===== src/rtl/cpu_mc_if.sv =====
`default_nettype none
// ============================================================================
// cpu_mc_if : shared instruction/data memory port with request/ready handshake
// Revision   : 1.0
// ============================================================================
interface cpu_mc_if;
    logic        mem_req;
    logic        mem_we;
    logic [31:0] mem_addr;
    logic [31:0] mem_wdata;
    logic [31:0] mem_rdata;
    logic        mem_ready;

    modport master (
        output mem_req, mem_we, mem_addr, mem_wdata,
        input  mem_rdata, mem_ready
    );

    modport slave (
        input  mem_req, mem_we, mem_addr, mem_wdata,
        output mem_rdata, mem_ready
    );
endinterface
`default_nettype wire


===== src/rtl/cpu_mc.sv =====
`default_nettype none
// ============================================================================
// cpu_mc   : multi-cycle core, fetch/decode/exec/mem/wb over one memory port
// Revision : 1.0
// ============================================================================
module cpu_mc #(
    parameter logic [31:0] RESET_PC = 32'h0000_0000,
    parameter int          NREG     = 32
) (
    input  logic        clk,
    input  logic        reset,
    cpu_mc_if.master    bus,
    output logic [31:0] pc,
    output logic        halted,
    output logic [31:0] retired
);
    localparam int RW = $clog2(NREG);

    localparam logic [2:0] S_BOOT   = 3'd0;
    localparam logic [2:0] S_FETCH  = 3'd1;
    localparam logic [2:0] S_DECODE = 3'd2;
    localparam logic [2:0] S_EXEC   = 3'd3;
    localparam logic [2:0] S_MEM    = 3'd4;
    localparam logic [2:0] S_WB     = 3'd5;
    localparam logic [2:0] S_HALTED = 3'd6;

    localparam logic [6:0] OP_ADD  = 7'h00;
    localparam logic [6:0] OP_SUB  = 7'h01;
    localparam logic [6:0] OP_AND  = 7'h02;
    localparam logic [6:0] OP_OR   = 7'h03;
    localparam logic [6:0] OP_SLT  = 7'h04;
    localparam logic [6:0] OP_ADDI = 7'h10;
    localparam logic [6:0] OP_LW   = 7'h20;
    localparam logic [6:0] OP_SW   = 7'h21;
    localparam logic [6:0] OP_BEQ  = 7'h30;
    localparam logic [6:0] OP_J    = 7'h38;
    localparam logic [6:0] OP_HALT = 7'h7F;

    logic [2:0]    state;
    logic [31:0]   ir, a, b, alu_out, mdr;
    logic [31:0]   regs [NREG];
    logic          req_q, we_q;
    logic [31:0]   addr_q, wdata_q;

    logic [6:0]    op;
    logic [RW-1:0] rd_i, rs_i, rt_i;
    logic [31:0]   imm, jtarget, br_target, next_pc, alu_res;

    assign bus.mem_req   = req_q;
    assign bus.mem_we    = we_q;
    assign bus.mem_addr  = addr_q;
    assign bus.mem_wdata = wdata_q;

    // pc already holds the fetch address + 4 from DECODE onward
    assign op        = ir[31:25];
    assign rd_i      = ir[20 +: RW];
    assign rs_i      = ir[15 +: RW];
    assign rt_i      = ir[10 +: RW];
    assign imm       = {{17{ir[14]}}, ir[14:0]};
    assign jtarget   = {pc[31:27], ir[24:0], 2'b00};
    assign br_target = pc + {imm[29:0], 2'b00};
    assign next_pc   = (op == OP_J) ? jtarget : ((a == b) ? br_target : pc);

    always_comb begin
        alu_res = 32'd0;
        case (op)
            OP_ADD:       alu_res = a + b;
            OP_SUB:       alu_res = a - b;
            OP_AND:       alu_res = a & b;
            OP_OR:        alu_res = a | b;
            OP_SLT:       alu_res = {31'd0, $signed(a) < $signed(b)};
            OP_ADDI:      alu_res = a + imm;
            OP_LW, OP_SW: alu_res = (a + imm) & ~32'h3;
            default:      alu_res = 32'd0;
        endcase
    end

    always_ff @(posedge clk or negedge reset) begin
        if (!reset) begin
            for (int i = 0; i < NREG; i++) regs[i] <= 32'd0;
        end else if (state == S_WB && rd_i != '0) begin
            regs[rd_i] <= (op == OP_LW) ? mdr : alu_out;
        end
    end

    always_ff @(posedge clk or negedge reset) begin
        if (!reset) begin
            state   <= S_BOOT;
            pc      <= RESET_PC;
            ir      <= 32'd0;
            a       <= 32'd0;
            b       <= 32'd0;
            alu_out <= 32'd0;
            mdr     <= 32'd0;
            req_q   <= 1'b0;
            we_q    <= 1'b0;
            addr_q  <= 32'd0;
            wdata_q <= 32'd0;
            halted  <= 1'b0;
            retired <= 32'd0;
        end else begin
            case (state)
                S_BOOT: begin
                    req_q  <= 1'b1;
                    we_q   <= 1'b0;
                    addr_q <= pc;
                    state  <= S_FETCH;
                end
                S_FETCH: begin
                    if (bus.mem_ready) begin
                        ir    <= bus.mem_rdata;
                        pc    <= pc + 32'd4;
                        req_q <= 1'b0;
                        state <= S_DECODE;
                    end
                end
                S_DECODE: begin
                    a <= regs[rs_i];
                    b <= (op == OP_SW || op == OP_BEQ) ? regs[rd_i] : regs[rt_i];
                    if (op == OP_HALT) begin
                        halted  <= 1'b1;
                        retired <= retired + 32'd1;
                        state   <= S_HALTED;
                    end else begin
                        state <= S_EXEC;
                    end
                end
                S_EXEC: begin
                    alu_out <= alu_res;
                    if (op == OP_BEQ || op == OP_J) begin
                        pc      <= next_pc;
                        addr_q  <= next_pc;
                        req_q   <= 1'b1;
                        we_q    <= 1'b0;
                        retired <= retired + 32'd1;
                        state   <= S_FETCH;
                    end else if (op == OP_LW || op == OP_SW) begin
                        addr_q  <= alu_res;
                        we_q    <= (op == OP_SW);
                        wdata_q <= b;
                        req_q   <= 1'b1;
                        state   <= S_MEM;
                    end else if (op <= OP_SLT || op == OP_ADDI) begin
                        state <= S_WB;
                    end else begin
                        addr_q  <= pc;
                        req_q   <= 1'b1;
                        we_q    <= 1'b0;
                        retired <= retired + 32'd1;
                        state   <= S_FETCH;
                    end
                end
                S_MEM: begin
                    if (bus.mem_ready) begin
                        we_q <= 1'b0;
                        if (op == OP_SW) begin
                            // back-to-back request: the next fetch starts immediately
                            addr_q  <= pc;
                            retired <= retired + 32'd1;
                            state   <= S_FETCH;
                        end else begin
                            mdr   <= bus.mem_rdata;
                            req_q <= 1'b0;
                            state <= S_WB;
                        end
                    end
                end
                S_WB: begin
                    addr_q  <= pc;
                    req_q   <= 1'b1;
                    we_q    <= 1'b0;
                    retired <= retired + 32'd1;
                    state   <= S_FETCH;
                end
                S_HALTED: begin
                    req_q <= 1'b0;
                end
                default: begin
                    req_q <= 1'b0;
                    state <= S_BOOT;
                end
            endcase
        end
    end
endmodule
`default_nettype wire


===== src/flat_wrapper.sv =====
// flat-port wrapper written by rule: the top's interface ports become plain ports
module cpu_mc_flat 
#(
    parameter logic [31:0] RESET_PC = 32'h0000_0000,
    parameter int          NREG     = 32
)
  (clk, reset, pc, halted, retired, bus_mem_req, bus_mem_we, bus_mem_addr, bus_mem_wdata, bus_mem_rdata, bus_mem_ready);
  cpu_mc_if bus_i ();
  input  logic clk;
  input  logic reset;
  output logic [31:0] pc;
  output logic halted;
  output logic [31:0] retired;
  output wire logic [$bits(bus_i.mem_req)-1:0] bus_mem_req;
  output wire logic [$bits(bus_i.mem_we)-1:0] bus_mem_we;
  output wire logic [$bits(bus_i.mem_addr)-1:0] bus_mem_addr;
  output wire logic [$bits(bus_i.mem_wdata)-1:0] bus_mem_wdata;
  input wire logic [$bits(bus_i.mem_rdata)-1:0] bus_mem_rdata;
  input wire logic [$bits(bus_i.mem_ready)-1:0] bus_mem_ready;
  assign bus_mem_req = bus_i.mem_req;
  assign bus_mem_we = bus_i.mem_we;
  assign bus_mem_addr = bus_i.mem_addr;
  assign bus_mem_wdata = bus_i.mem_wdata;
  assign bus_i.mem_rdata = bus_mem_rdata;
  assign bus_i.mem_ready = bus_mem_ready;
  cpu_mc #(.RESET_PC(RESET_PC), .NREG(NREG)) u_core (.clk(clk), .reset(reset), .bus(bus_i), .pc(pc), .halted(halted), .retired(retired));
endmodule

===== config.mk =====
export PLATFORM = sky130hd
export DESIGN_NAME = cpu_mc_flat
export DESIGN_NICKNAME = d
export VERILOG_FILES = /design/src/rtl/cpu_mc_if.sv /design/src/rtl/cpu_mc.sv /design/src/flat_wrapper.sv
export SDC_FILE = /design/constraint.sdc
export NUM_CORES = 2
export LEC_CHECK = 0
export CORE_UTILIZATION = 69
export DETAILED_ROUTE_END_ITERATION = 8
export HOLD_SLACK_MARGIN = 0.03
export PLACE_DENSITY = 0.87
export RECOVER_POWER = 100
export SYNTH_ARGS = -nofsm -noshare
export SYNTH_HDL_FRONTEND = slang
export SYNTH_SLANG_ARGS = --single-unit
export TNS_END_PERCENT = 1

===== constraint.sdc =====
create_clock -name clk -period 5.8 [get_ports clk]
set_input_delay 0.87 -clock clk [delete_from_list [all_inputs] [get_ports clk]]
set_output_delay 0.87 -clock clk [all_outputs]
set_load 0.01 [all_outputs]

* After elaboration in Yosys (flattened, before gate mapping)
Index checks and enable logic that the tools add are counted.
** Operators by class
- $add $sub $neg :: 6
- Reduce and logical (&&, ||, !) cells :: 24
- Bitwise operators :: 9
- Equality and inequality tests :: 26
- $lt $le $gt $ge :: 6
- Multiplexer cells :: 52
** Operator list (count)
- 1024-bit bitwise mux :: 1
- 32-bit two-way mux :: 24
- 32-bit binary-select mux with 5-bit select :: 3
- 32-bit case mux with 7 select lines :: 1
- 32-bit demux with 5-bit select :: 1
- 32-bit case mux with 4 select lines :: 1
- 32-bit adder :: 3
- 32-bit case mux with 3 select lines :: 1
- 32-bit case mux with 2 select lines :: 1
- 32-bit by 1-bit adder with 32-bit output (second input constant) :: 1
- 32-bit by 3-bit adder with 32-bit output (second input constant) :: 1
- 32-bit bitwise AND :: 1
- 32-bit == test :: 1
- 32-bit less-than comparator :: 1
- 32-bit bitwise OR :: 1
- 32-bit subtractor :: 1
- 7-bit by 6-bit == test with 1-bit output (second input constant) :: 4
- 3-bit two-way mux :: 7
- 6-bit greater-or-equal comparator (second input constant) :: 3
- 5-bit inverter with 6-bit output :: 3
- 3-bit case mux with 6 select lines :: 1
- 3-bit AND reduction :: 5
- 7-bit by 2-bit == test with 1-bit output (second input constant) :: 2
- 3-bit == test (second input constant) :: 3
- other kinds (29) :: 52
** Storage, ports and cells
- Word-level logic and storage cells :: 168
- Register bits after elaboration :: 1318

* Depth between registers and ports, before layout
- Word-level depth :: 6
- Gate-level depth with buffers :: 14

* Worst setup path before layout
No wires, ideal clock.
- Path kind :: register to register
- Start point :: reg u_core.ir[14]
- End point :: reg u_core.alu_out[27]
- Cell stages (with the launch flop) :: 11
- Required time :: 5.661 ns
- Clock period less this slack :: 3.394 ns
- Arrival time :: 3.255 ns
- Path slack :: 2.406 ns
- Path through :: dfrtp_1 > ha_1 > a221oi_1 > o21ai_0 > a221o_1 > a221o_1 > o21ai_1 > a31oi_1 > xor2_1 > a221oi_1 > a22oi_1
** Between the ends
- Cells in the longest elaborated chain, start to end :: 2
** RTL lines
- start: declaration :: RTL line cpu_mc.sv:40 : logic [31:0] ir, a, b, alu_out, mdr;
- start signal: assignment :: RTL line cpu_mc.sv:111 : ir <= bus.mem_rdata;
- 32-bit adder :: RTL line cpu_mc.sv:72, cpu_mc.sv:73
- 32-bit case mux with 7 select lines :: RTL line cpu_mc.sv:66 : case (op)
- end signal: assignment :: RTL line cpu_mc.sv:129 : alu_out <= alu_res;
- end: declaration :: RTL line cpu_mc.sv:40
Every way passes these cells.
A chain may end at the register's enable or synchronous reset.

* Final worst setup path
- Start point :: reg u_core.ir[23]
- End point :: reg u_core.regs[912] in the netlist's numbering
** Between the ends
- Cells in the longest elaborated chain, start to end :: 6
- Elaborated cells on any way between the ends :: 9
- Those cells by class :: order compare (2); mux (3); bitwise (1); reduce/logical (3)
** RTL lines
- 5-bit inverter with 6-bit output :: RTL line cpu_mc.sv:82 : regs[rd_i] <= (op == OP_LW) ? mdr : alu_out;
- 6-bit greater-or-equal comparator (not written as such) or 6-bit by 1-bit less-than comparator with 1-bit output (tied branches) :: RTL line cpu_mc.sv:82
- 1-bit logical AND (not written as such) :: RTL line cpu_mc.sv:82
- 32-bit two-way mux :: RTL line cpu_mc.sv:82
- 32-bit demux with 5-bit select :: RTL line cpu_mc.sv:82
- 1024-bit bitwise mux :: RTL line cpu_mc.sv:82
- end signal: indexed assignment :: RTL line cpu_mc.sv:82
- end: declaration :: RTL line cpu_mc.sv:41 : logic [31:0] regs [NREG];
Several ways; a longest one is shown, not always the timed one.

==> results.md <==
* Synth area leader: dfrtp_1
* Met3 wire length at 58700 um
* Final number of max-transition violations at 2057
* Post-Route WL at 312000 um
* Initial Utilization at 0.697
* Most frequent cells in the layout: dfrtp_1 (1308), nand2_1 (903), mux4_2 (896), o21ai_0 (767), nor2_1 (668)
* CP Capture Type: flop
* Setup tns final at 0 ps
* Max Used Layer: met5
* Via density at 8.29
* Slew @ Worst Pin at 4400 ps
* Drt first pass iters at 9
* Crit-path max FO at 64
* Overall die area at 0.119 sq mm
* Gr usage total at 0.532
* DR iter-0 viols at 14900
* Setup bufs post-CTS at 0
* GRT Residual Overflow at 0
* Clk_skew at 42.3 ps
* Leakage power total at about 36 nW
* Synth Warn # at 0
* Cell area after technology mapping at just over 0.08 sq mm
* Syn Inst Count at 7434
* End of the worst register-to-register path: u_core.regs[912]
* Share of synthesized registers carrying an async set or reset at 1.00
* CTS tree: done
* WL met2 at 128000 um
* Failing checks: DRC, capacitance limit, slew limit
* Sink Count at roughly 1300
* Hold-fix buffers, CTS at 0
* Post-CTS Resized at 0
* Initial antenna violation count at 28
* Final Cycle Share at 0.965
* Max IR drop VDD at approximately 0.3 mV
* Most common cell after layout, fill and taps aside: dfrtp_1
* Dpl ws at about 1600 ps
* Clock root buffer: clkbuf_16
* Worst-Skew Late Latency at about 830 ps
* Syn_area_per_cell at 10.9 sq um
* Total chip power at 19.2 mW
* CTS buffer count at 141
* Clk buf depth at 3
* Port Buffers at 165
* Cells on worst reg2reg path at 6
* Kind of critical path: reg -> reg
* Area share of the largest cell type after synthesis at 0.407
* Setup slack after layout at 201 ps
* Vias in the first global route at about 73000
* Post-detail-place hpwl at 183000 um
* Layout cells sized above 1 at 0.194
* Worst R2R Start: u_core.ir[23]
* Unrepaired setup endpoints after global routing: false
* Arr. time, crit path at between 6000 and 7000 ps
* Sequential share of the synthesized area at 0.407
* H-tree depth at 4
* Antenna Nets Post-Route at 0
* I/O Pins at 166
* FP Rows at about 130
* Hold Path Sink: u_core.regs[997]
* Slew headroom at -1.93
* Hold path start: u_core.regs[997]
* Routed len/inst at 35.3 um
* Largest net degree at the start of global routing at 144
* Post-synth EDFFs at 0
* Final min period at 5600 ps
* Core area at 0.116 sq mm
* M1 WL at 93700 um
* Register bit count reported by yosys at about 1300
* Gpl congestion at 1.05
* Cell count of the worst hold path at 0
* Final setup viols at 0
* Final hold viol count at 0
* Crit start category: flop
* Chip height at 345 um
* First-pass GRT wire length at 460000 um
* Ranking of synthesized cells by area: dfrtp_1 (41%), mux4_2 (25%), o21ai_0 (4.7%)
* HP Class: reg -> reg
* Yosys cell types at 97
* DRC violations left at 5
* Reg-to-reg setup timing slack at 200 ps
* PwrDens at 217 mW/mm^2
* Reg clk slew, reported paths at around 60 ps
* Chip width at 345 um
* Synth Net Count at 7648
* Layout area overhead at 9.14%
* Post-synth top flop: dfrtp_1
* Fmax at between 150 and 200 MHz
* Data required, critical path at 6360 ps
* DR vias at around 73000
* Net count, final at 7414
* Status: finished, violations left
* MaxCap Viol Count at 45
-- area by class of cell --
cell class                 instances  area [sq um]
antenna                           10          25.0
clock buffer                     208          4130
clock inverter                    47           754
fill                            6727         27800
inverter                         123           462
multi-input combinational       5285         45000
sequential                      1318         33000
tap                             1524          1910
timing repair buffer             331          3070
-- kinds of logic after synthesis --
logic type | count (synthesis) | share of synthesized area
xor gates and xnor gates | 94 | 0.0102
adders and majority gates | 179 | 0.0280
buffers and inverters | 831 | 0.0402
AOI/OAI and AO/OA | 2004 | 0.144
muxes | 1047 | 0.268
and+or+nand+nor | 1961 | 0.102
DFF | 1318 | 0.407
-- layer usage --
layer	track usage	up-vias
li1	-	27300
met2	0.722	8199
met1	0.627	34900
met5	0.0176	-
met3	0.302	2841
met4	0.391	44
-- flip-flops by register name, indices dropped and copies added, names as in the netlist --
name and cells:
u_core.bus.mem_req 1, u_core.halted 1, u_core.bus.mem_addr 32, u_core.mdr 32, u_core.bus.mem_wdata 32, u_core.alu_out 32, u_core.a 32, u_core.bus.mem_we 1
u_core.state 3, u_core.regs 1024, u_core.retired 32, u_core.b 32, u_core.pc 32, u_core.ir 32
-- report_power, final --
part / internal [mW] / leakage (nW) / switching (mW) / total [mW]
clock: 5.64 / 2.39 / 4.13 / 9.77
sequential: 9.19 / 18.2 / 0.000551 / 9.19
combinational: 0.0379 / 15.6 / 0.202 / 0.240
-- Yosys cell counts, drive strengths merged (9+ instances only) --
master and instances:
nor3b 9, clkbuf 577, nor2 682, a31oi 37
dfrtp 1318, a22o 13, nor4 12, nor2b 14
inv 119, a21o 51, mux2 36, and3 31
xor2 30, a221o 10, o31ai 13, nor3 45
or2 15, a211oi 44, o21ai 772, o22ai 20
nand2b 27, ha 175, mux4 896, mux2i 115
nand2 920, o21bai 15, xnor2 64, a21oi 661
nand4 63, or3 27, o311ai 10, and2 17
a22oi 137, o211ai 62, a221oi 19, o221ai 17
buf 131, o21a 24, nand3 66, a2111oi 9
-- critical path, cell delays in order (launching register included) --
cell and delay [ps]:
dfrtp_1 760, nor3_2 340, buf_4 540, clkbuf_2 1030, nand2_2 1800, nand2_1 600
o21ai_0 200
-- how the worst max path moves through the flow --
stage                  startpoint                  to  slack (ps)  depth (start not counted)
detailed placement    u_core.b[0]  u_core.alu_out[18]        1550                         11
floorplan           u_core.ir[14]  u_core.alu_out[27]        2410                         10
finish              u_core.ir[23]    u_core.regs[912]         200                          6
global placement    u_core.ir[11]  u_core.alu_out[18]        1560                         10
global route                reset       u_core.ir[20]         580                          1
CTS                   u_core.a[0]  u_core.alu_out[18]        1540                         11
-- per-stage QoR --
stage	area, sq um	instances	hold slack [ps]	utilization
finish	88400	8846	423	0.761
global route	88400	8840	430	0.761
CTS	88700	8836	141	0.763
detailed placement	83800	8581	403	0.721
global placement	83800	8581	392	0.721
floorplan	81000	7434	446	-
No activity file was read; power rests on OpenSTA's default activity.
